$ cat src/rtl/register_unit_if.sv
// Bus bundle for the register unit: control/data inputs from the processor
// and the registered status/data outputs back to it.
interface register_unit_if #(
  parameter int WIDTH = 4
);
  localparam int CW = $clog2(WIDTH + 2);

  logic             load_a;
  logic             load_b;
  logic [WIDTH-1:0] din;
  logic [2:0]       fn;
  logic [1:0]       route;
  logic             shift_enable;
  logic [WIDTH-1:0] a_out;
  logic [WIDTH-1:0] b_out;
  logic [CW-1:0]    shift_count;
  logic             op_done;
  logic             burst_error;

  // Control side (processor / testbench).
  modport master (
    output load_a, load_b, din, fn, route, shift_enable,
    input  a_out, b_out, shift_count, op_done, burst_error
  );

  // Register unit side.
  modport slave (
    input  load_a, load_b, din, fn, route, shift_enable,
    output a_out, b_out, shift_count, op_done, burst_error
  );
endinterface

$ cat src/rtl/register_unit.sv
// Register unit: operand registers A/B that serially apply a bitwise logic
// function one bit per shift_enable cycle, plus a burst-length tracker that
// flags bursts not exactly WIDTH cycles long.
module register_unit #(
  parameter int WIDTH = 4
) (
  input  logic           clk,
  input  logic           reset,
  register_unit_if.slave bus
);
  localparam int CW = $clog2(WIDTH + 2);
  localparam logic [CW-1:0] COUNT_FULL = CW'(WIDTH);
  localparam logic [CW-1:0] COUNT_OVER = CW'(WIDTH + 1);

  localparam logic [0:0] IDLE     = 1'b0;
  localparam logic [0:0] SHIFTING = 1'b1;

  logic [WIDTH-1:0] a_q, b_q;
  logic [CW-1:0]    count_q;
  logic [0:0]       state_q;
  logic             op_done_q;
  logic             error_q;

  logic f_bit;
  logic a_in, b_in;

  // Select the logic function of the two LSBs.
  always_comb begin
    // NOTE: default first so every path assigns f_bit; otherwise a latch is inferred.
    f_bit = 1'b0;
    case (bus.fn)
      3'b000: f_bit = a_q[0] & b_q[0];
      3'b001: f_bit = a_q[0] | b_q[0];
      3'b010: f_bit = a_q[0] ^ b_q[0];
      3'b011: f_bit = 1'b1;
      3'b100: f_bit = ~(a_q[0] & b_q[0]);
      3'b101: f_bit = ~(a_q[0] | b_q[0]);
      3'b110: f_bit = ~(a_q[0] ^ b_q[0]);
      default: f_bit = 1'b0;
    endcase
  end

  // Route the function result and the LSBs to the serial inputs of A and B.
  always_comb begin
    a_in = a_q[0];
    b_in = b_q[0];
    case (bus.route)
      2'b00: begin a_in = a_q[0]; b_in = b_q[0]; end
      2'b01: begin a_in = a_q[0]; b_in = f_bit;  end
      2'b10: begin a_in = f_bit;  b_in = b_q[0]; end
      default: begin a_in = b_q[0]; b_in = a_q[0]; end
    endcase
  end

  // Operand registers: shift while enabled, otherwise accept parallel loads.
  always_ff @(posedge clk) begin
    // NOTE: non-blocking assignments so every register samples pre-edge values.
    if (reset) begin
      a_q <= '0;
      b_q <= '0;
    end else if (bus.shift_enable) begin
      a_q <= {a_in, a_q[WIDTH-1:1]};
      b_q <= {b_in, b_q[WIDTH-1:1]};
    end else begin
      if (bus.load_a) a_q <= bus.din;
      if (bus.load_b) b_q <= bus.din;
    end
  end

  // Burst tracker: count shifts, pulse op_done on an exact burst, flag others.
  always_ff @(posedge clk) begin
    if (reset) begin
      state_q   <= IDLE;
      count_q   <= '0;
      op_done_q <= 1'b0;
      error_q   <= 1'b0;
    end else begin
      op_done_q <= 1'b0;

      // A load clears the sticky error; a fault detected this same cycle
      // is assigned later in the block and therefore takes precedence.
      if (!bus.shift_enable && (bus.load_a || bus.load_b))
        error_q <= 1'b0;

      case (state_q)
        IDLE: begin
          if (bus.shift_enable) begin
            state_q <= SHIFTING;
            count_q <= CW'(1);
          end
        end
        default: begin
          if (bus.shift_enable) begin
            if (count_q != COUNT_OVER) begin
              count_q <= count_q + CW'(1);
              if (count_q == COUNT_FULL)
                error_q <= 1'b1;
            end
          end else begin
            state_q <= IDLE;
            if (count_q == COUNT_FULL)
              op_done_q <= 1'b1;
            else if (count_q < COUNT_FULL)
              error_q <= 1'b1;
          end
        end
      endcase
    end
  end

  assign bus.a_out       = a_q;
  assign bus.b_out       = b_q;
  assign bus.shift_count = count_q;
  assign bus.op_done     = op_done_q;
  assign bus.burst_error = error_q;
endmodule

$ cat src/flat_wrapper.sv
// flat-port wrapper written by rule: the top's interface ports become plain ports
module register_unit_flat 
#(
  parameter int WIDTH = 4
)
  (clk, reset, bus_load_a, bus_load_b, bus_din, bus_fn, bus_route, bus_shift_enable, bus_a_out, bus_b_out, bus_shift_count, bus_op_done, bus_burst_error);
  register_unit_if #(.WIDTH(WIDTH)) bus_i ();
  input  logic clk;
  input  logic reset;
  input wire logic [$bits(bus_i.load_a)-1:0] bus_load_a;
  input wire logic [$bits(bus_i.load_b)-1:0] bus_load_b;
  input wire logic [$bits(bus_i.din)-1:0] bus_din;
  input wire logic [$bits(bus_i.fn)-1:0] bus_fn;
  input wire logic [$bits(bus_i.route)-1:0] bus_route;
  input wire logic [$bits(bus_i.shift_enable)-1:0] bus_shift_enable;
  output wire logic [$bits(bus_i.a_out)-1:0] bus_a_out;
  output wire logic [$bits(bus_i.b_out)-1:0] bus_b_out;
  output wire logic [$bits(bus_i.shift_count)-1:0] bus_shift_count;
  output wire logic [$bits(bus_i.op_done)-1:0] bus_op_done;
  output wire logic [$bits(bus_i.burst_error)-1:0] bus_burst_error;
  assign bus_i.load_a = bus_load_a;
  assign bus_i.load_b = bus_load_b;
  assign bus_i.din = bus_din;
  assign bus_i.fn = bus_fn;
  assign bus_i.route = bus_route;
  assign bus_i.shift_enable = bus_shift_enable;
  assign bus_a_out = bus_i.a_out;
  assign bus_b_out = bus_i.b_out;
  assign bus_shift_count = bus_i.shift_count;
  assign bus_op_done = bus_i.op_done;
  assign bus_burst_error = bus_i.burst_error;
  register_unit #(.WIDTH(WIDTH)) u_core (.clk(clk), .reset(reset), .bus(bus_i));
endmodule
$ cat config.mk
export PLATFORM = sky130hd
export DESIGN_NAME = register_unit_flat
export DESIGN_NICKNAME = d
export VERILOG_FILES = /design/src/rtl/register_unit_if.sv /design/src/rtl/register_unit.sv /design/src/flat_wrapper.sv
export SDC_FILE = /design/constraint.sdc
export NUM_CORES = 1
export LEC_CHECK = 0
export ABC_AREA = 1
export CORE_MARGIN = 4
export CORE_UTILIZATION = 36
export DETAILED_ROUTE_END_ITERATION = 12
export PLACE_DENSITY = 0.65
export SYNTH_ARGS = -nofsm -noshare
export SYNTH_HDL_FRONTEND = slang
export SYNTH_SLANG_ARGS = --single-unit
$ cat constraint.sdc
create_clock -name clk -period 1.6 [get_ports clk]
set_clock_uncertainty 0.1 [all_clocks]
set_input_delay 0.4 -clock clk [delete_from_list [all_inputs] [get_ports clk]]
set_output_delay 0.4 -clock clk [all_outputs]
set_load 0.02 [all_outputs]
==> impl_results.md <==
- Post-Synth Adder-Cell Area: 7.59%
- Die H: 55.9 um
- Slowest cell on the critical path: dfxtp_1
- R2R Path Start: u_core.bus.b_out[0]
- Clock buffer count from CTS: 3
- Setup violations, final: 0
- Slew Limit Fails: 0
- Max cap viols: 0
- Fin nets: 178
- Layout Cells excl Fill: 186
- DRC Markers: 0
- Tcrit/Tclk final: 93.8%
- Initial DRC count: 18
- Proportion of layout cells with a drive suffix above 1: 10.1%
- Core box area: 2190 um^2
- Final hold vios: 0
- Post-placement cell count: 182
- Final worst slack: 0.0995 ns
- Synth Area in XOR/XNOR: 1.06%
- Setup TNS: 0 ns
- Pre-CTS setup slack: -0.0631 ns
- Startpoint types: flop
- Arrival @ worst endpoint: 1.00 ns
- Worst Hold Endpoint: u_core.bus.burst_error
- Number of global-route vias before repair: 752
- Placer Congestion: 0.828
- Largest family of logic cells by synthesized area: simple AND/OR/NAND/NOR gates
- Number of setup buffers added after CTS: 0
- FMAX: 666 MHz
- Fillcell total: 236
- Largest net degree at the start of global routing: 12
- Peak supply drop: 0.000583 V
- Post-synth EDFFs: 0
- Synth-to-Final Area Change: 39.9%
- Critical Path End Type: output pin
- Most common cell in the synthesized netlist: nand2_1
- Crit Path Class: flop to output pin
- Slew HR: 82.0%
- Slowest stage delay, CP: 0.37 ns
- Detailed Routing Iterations Pass 1: 4
- RSZ-0062 raised after global routing: no
- Post-synthesis cell count: 126
- Via Count: 859
- Most instantiated cells after synthesis: 44 x nand2_1, 18 x inv_1, 18 x nand3_1
- PD cells: 696 nW/um^2
- Worst-path cell chain: dlygate4sd2_1
- WL/cell: 9.69 um
- Row count: 17
- Hold depth: 2
- Compound-Gate Fraction of Synth Area: 8.50%
- ANT cells: 0
- Status: finished, final reports clean
- Worst Hold Class: flop to flop
- Antenna Nets Post-Route: 0
- Gr ovfl total: 0
- Clock slew at reported path FFs: 0.09 ns
- Yosys top cell by area: dfxtp_1
- Clk_lat worst skew: 0.28 ns
- Seq cells post-synth: 14
- Delay-heaviest family, CP: flip-flops
- Post-Syn Area per Cell: 6.54 um^2
- Placed wire-length estimate: 1.51 mm
- CP required: 1.10 ns
- R2R depth: 11
- Clock root cell: clkbuf_4
- Total track usage: 12.7%
- CTS tree: yes
- TritonCTS Sinks: 14
- Register area share after synthesis: 34.0%
- CTS H-tree lvls: 1
- Post-synthesis mux area share: 0%
- Count of input and output buffers: 26
- Synth Flop Type: dfxtp_1
- Area of the mapped netlist: 825 um^2
- Slew @ Worst Pin: 0.268 ns
- Chip width: 55.9 um
- Buf+Inv Stages, Crit Path: 1
- CP Max Fanout: 4
- FF-to-FF End: u_core.bus.a_out[3]
- Min cycle time layout: 1.50 ns
- Antenna violations before repair: 0
- Min-delay src: u_core.bus.burst_error
- Total wire length: 1.80 mm
- I/O pin cnt: 27
- Lkg Pwr: 0.609 nW
- Vias per cell: 4.62
- Full die area: 3120 um^2
- Synth top area cells: dfxtp_1 34%, nand2_1 20%, nand3_1 11%
- Count of different cell masters after synthesis: 18
- Async SR Flop Fraction: 0%
- Syn Nets: 145
- Flop-to-flop setup slack: 0.22 ns
- Syn. warnings: 0
- Clk buf depth: 2
- Top cell type's share of synthesized area: 34.0%
- Tot Pwr: 0.000802 W
- First-pass GRT wire length: 3.16 mm
- Initial Utilization: 37.6%
- Simple-gate share of the synthesized area: 37.0%
==> kinds of logic after synthesis <==
kind of cell	after synthesis
adders and majority gates	5
buffers and inverters	23
and+or+nand+nor	70
DFF	14
xor gates and xnor gates	1
AOI/OAI and AO/OA	13
==> per-layer routing <==
| layer | GRT usage (%) | wire length (um) | vias up |
|---|---|---|---|
| li1 | - | - | 460 |
| met5 | 0 | 0 | - |
| met3 | 3.48 | 88 | 5 |
| met2 | 20.8 | 852 | 17 |
| met4 | 6.10 | 36 | 0 |
| met1 | 15.3 | 825 | 377 |
==> report_power, final <==
group / total (W) / leakage [nW] / internal [W] / switching [W]
combinational: 0.000172 / 0.472 / 0.0000783 / 0.0000940
clock: 0.000252 / 0.0210 / 0.000138 / 0.000113
sequential: 0.000379 / 0.116 / 0.000365 / 0.0000132
total: 0.000802 / 0.609 / 0.000582 / 0.000220
==> flip-flops by register name, indices dropped and copies added (netlist names) <==
name / count
u_core.bus.a_out: 4
u_core.state_q: 1
u_core.bus.burst_error: 1
u_core.bus.op_done: 1
u_core.bus.shift_count: 3
u_core.bus.b_out: 4
==> how the worst max path moves through the flow <==
stage | from | end | slack (ns) | cells after the start
floorplan | u_core.bus.b_out[0] | u_core.bus.a_out[3] | 0.12 | 11
global placement | bus_shift_enable | u_core.bus.b_out[3] | -0.05 | 6
detailed placement | bus_shift_enable | u_core.bus.b_out[3] | -0.06 | 7
CTS | u_core.bus.b_out[0] | bus_b_out[0] | 0.05 | 1
global route | u_core.bus.b_out[0] | u_core.bus.a_out[3] | 0.04 | 11
finish | u_core.bus.shift_count[1] | bus_shift_count[1] | 0.1 | 1
==> per-stage QoR <==
stage	hold WS, ns	util (%)	instance area (um^2)
after global routing	0.395	52.7	1150
after detailed placement	0.365	51.6	1130
after CTS	0.375	52.5	1150
after global placement	0.362	51.6	1130
after floorplan	0.369	-	825
final	0.368	52.7	1150
==> cell type report <==
cell class	instances	area, um^2	share of cell area, %
sequential	14	283	24.5
inverter	21	78.8	6.83
timing repair buffer	30	274	23.8
clock buffer	4	36.3	3.15
multi-input combinational	89	447	38.7
tap	28	35.0	3.04
==> timing repair <==
action / in CTS / in global routing
endpoints found under the setup margin: 13 / 1
gates resized for setup: 13 / 2
hold buffers: 0 / 0
==> cell usage in the layout, fill, tap and decap left out, types with 2 or more instances in the layout <==
cell type,n
nand2_1,44
a21oi_1,3
clkbuf_4,3
ha_1,5
inv_2,2
buf_4,4
inv_1,18
dfxtp_2,2
clkdlybuf4s50_1,13
dfxtp_1,12
nor2_4,2
dlygate4sd2_1,13
o21ai_0,8
nand3_1,18
nor2_1,4
Power figures use the tool's default switching activity.
==> RTL edit, RTL diff (config.mk and constraints unchanged) <==
`WIDTH` is set to 4 in 3 places; all go to 8.
--- a/src/rtl/register_unit_if.sv
+++ b/src/rtl/register_unit_if.sv
@@ -1,7 +1,7 @@
 // Bus bundle for the register unit: control/data inputs from the processor
 // and the registered status/data outputs back to it.
 interface register_unit_if #(
-  parameter int WIDTH = 4
+  parameter int WIDTH = 8
 );
   localparam int CW = $clog2(WIDTH + 2);
 
--- a/src/rtl/register_unit.sv
+++ b/src/rtl/register_unit.sv
@@ -2,7 +2,7 @@
 // function one bit per shift_enable cycle, plus a burst-length tracker that
 // flags bursts not exactly WIDTH cycles long.
 module register_unit #(
-  parameter int WIDTH = 4
+  parameter int WIDTH = 8
 ) (
   input  logic           clk,
   input  logic           reset,
--- a/src/flat_wrapper.sv
+++ b/src/flat_wrapper.sv
@@ -1,7 +1,7 @@
 // flat-port wrapper written by rule: the top's interface ports become plain ports
 module register_unit_flat 
 #(
-  parameter int WIDTH = 4
+  parameter int WIDTH = 8
 )
   (clk, reset, bus_load_a, bus_load_b, bus_din, bus_fn, bus_route, bus_shift_enable, bus_a_out, bus_b_out, bus_shift_count, bus_op_done, bus_burst_error);
   register_unit_if #(.WIDTH(WIDTH)) bus_i ();
Ports: changed (resized bus_a_out, bus_b_out, bus_din and bus_shift_count); port bits go from 27 to 40. The function was not compared with the original's and may differ.
==> RTL edit against the original RTL <==
  * Sequential cell count rose by 9
  * Area after synthesis rose by 57%
  * Fmax fell by 3.1%
  * Design area rose by 59%
  * Setup slack got worse by 0.048 ns
  * Wire length rose by 74%
  * Sequential share of layout area rose by 0.71 points
  * Non-clock buffer count rose by 27
  * Die area rose by 48%
  * Total power rose by 47%
  * Critical path depth did not move
  * Critical path type unchanged
  * Highest routed layer unchanged
==> RTL edit: results (changes against the original RTL) <==
| Metric | Value |
|---|---|
| Status | `complete, no violations (unchanged)` |
| Commonest cells post-synth | `nand2_1 (71), nand3_1 (35), inv_1 (30) (was nand2_1 (44), inv_1 (18), nand3_1 (18))` |
| Sequential cells | `23 (was 14)` |
| Leak Pwr | `0.975 nW (was 0.609 nW)` |
| GRT met2 Usage | `0.235 (was 0.208)` |
| WL met3 | `204 µm (was 88 µm)` |
| WL/cell | `10.4 µm (was 9.69 µm)` |
| Vias | `1388 (was 859)` |
| Met1 Wirelength | `1540 µm (was 825 µm)` |
| Share of cells above drive strength 1 | `0.141 (was 0.101)` |
| # fillers | `360 (was 236)` |
| Compound-Gate Fraction of Synth Area | `0.0532 (was 0.0850)` |
| Synth area leaders | `dfxtp_1 (36%), nand2_1 (21%), nand3_1 (14%) (was dfxtp_1 (34%), nand2_1 (20%), nand3_1 (11%))` |
| Adder-cell area share of the yosys netlist | `0.0484 (was 0.0759)` |
| Multi-input gate share of total cell area | `0.363 (was 0.387)` |
| Detailed Place HPWL | `2540 µm (was 1510 µm)` |
| M3 GR Usage | `0.0296 (was 0.0348)` |
| FF-to-FF End | `u_core.bus.shift_count[1]$_SDFFE_PP0P_ (was u_core.bus.a_out[3]$_SDFFE_PP0P_)` |
| Pin count of the biggest net entering global routing | `15 (was 12)` |
| Total GRT Usage | `0.146 (was 0.127)` |
| Number of buffers outside the clock class in the layout | `57 (was 30)` |
| Slew margin rel. | `0.785 (was 0.820)` |
| Setup slack, reg-to-reg | `0.17 ns (was 0.22 ns)` |
| Critical Path Max Stage Delay | `0.39 ns (was 0.37 ns)` |
| Peak VDD IR | `337 µV (was 583 µV)` |
| RR Startpoint | `u_core.bus.shift_count[0]$_SDFFE_PP0P_ (was u_core.bus.b_out[0]$_SDFFE_PP0P_)` |
| Reg area | `463 µm² (was 283 µm²)` |
| Routability cong. | `0.834 (was 0.828)` |
| DR iter-0 viols | `51 (was 18)` |
| Multi-input logic cell count | `139 (was 89)` |
| R2R depth | `7 (was 11)` |
| Buffer share of cell area | `0.269 (was 0.238)` |
| Xor/xnor share of the synthesized area | `0 (was 0.0106)` |
| Met1 global-route usage | `0.196 (was 0.153)` |
| Invs w/o clock | `33 (was 21)` |
| Layout Nets | `280 (was 178)` |
| Crit path DAT | `1.05 ns (was 1.00 ns)` |
| Clk slew on worst S/H paths | `0.14 ns (was 0.09 ns)` |
| Net Count, Synth | `224 (was 145)` |
| Port bufs | `39 (was 26)` |
| Pre-CTS setup slack | `-0.115 ns (was -0.0631 ns)` |
| Register area share after synthesis | `0.356 (was 0.340)` |
| Met2 Wirelength | `1360 µm (was 852 µm)` |
| Clk_lat worst skew | `0.32 ns (was 0.28 ns)` |
| Crit path max fanout | `3 (was 4)` |
RTL edit: cell families (layout without fill, tap and decap cells):
group	count (synthesis)	count (layout)
AND/OR/NAND/NOR	122	122
buffers and inverters	39	94
flip-flops	23	23
AO/OA/AOI/OAI	12	12
adder cells (fa/ha/maj)	5	5
RTL edit: timing repair:
action	in CTS	in global routing
pin swaps	0	0
resized for setup	22	14
setup endpoints to repair	22	10
gates cloned	0	0
hold endpoints to repair	0	0
RTL edit: through the flow:
step / cell area [µm²] / cells / hold WS [ns] / setup TNS, ns
2_1_floorplan: 1290 / 201 / 0.362 / 0
3_5_place_dp: 1830 / 298 / 0.360 / -1.78
3_3_place_gp: 1830 / 298 / 0.365 / -1.07
6_report: 1840 / 302 / 0.378 / 0
4_1_cts: 1840 / 302 / 0.377 / 0
5_1_grt: 1840 / 302 / 0.426 / 0
RTL edit: how the worst max path moves through the flow:
stage / startpoint / end / slack, ns
global route: u_core.bus.a_out[1]$_SDFFE_PP0P_ / bus_a_out[1] / 0.002
detailed placement: bus_shift_enable / u_core.bus.a_out[7]$_SDFFE_PP0P_ / -0.12
finish: u_core.bus.a_out[7]$_SDFFE_PP0P_ / bus_a_out[7] / 0.05
global placement: bus_shift_enable / u_core.bus.shift_count[0]$_SDFFE_PP0P_ / -0.07
CTS: u_core.bus.b_out[7]$_SDFFE_PP0P_ / bus_b_out[7] / 0.005
floorplan: u_core.bus.b_out[0]$_SDFFE_PP0P_ / u_core.bus.a_out[7]$_SDFFE_PP0P_ / 0.12
RTL edit: power by group:
group / leakage (nW) / switching, mW / total, mW / internal [mW]
sequential: 0.189 / 0.0211 / 0.621 / 0.600
clock: 0.0139 / 0.186 / 0.281 / 0.0956
combinational: 0.772 / 0.150 / 0.277 / 0.127
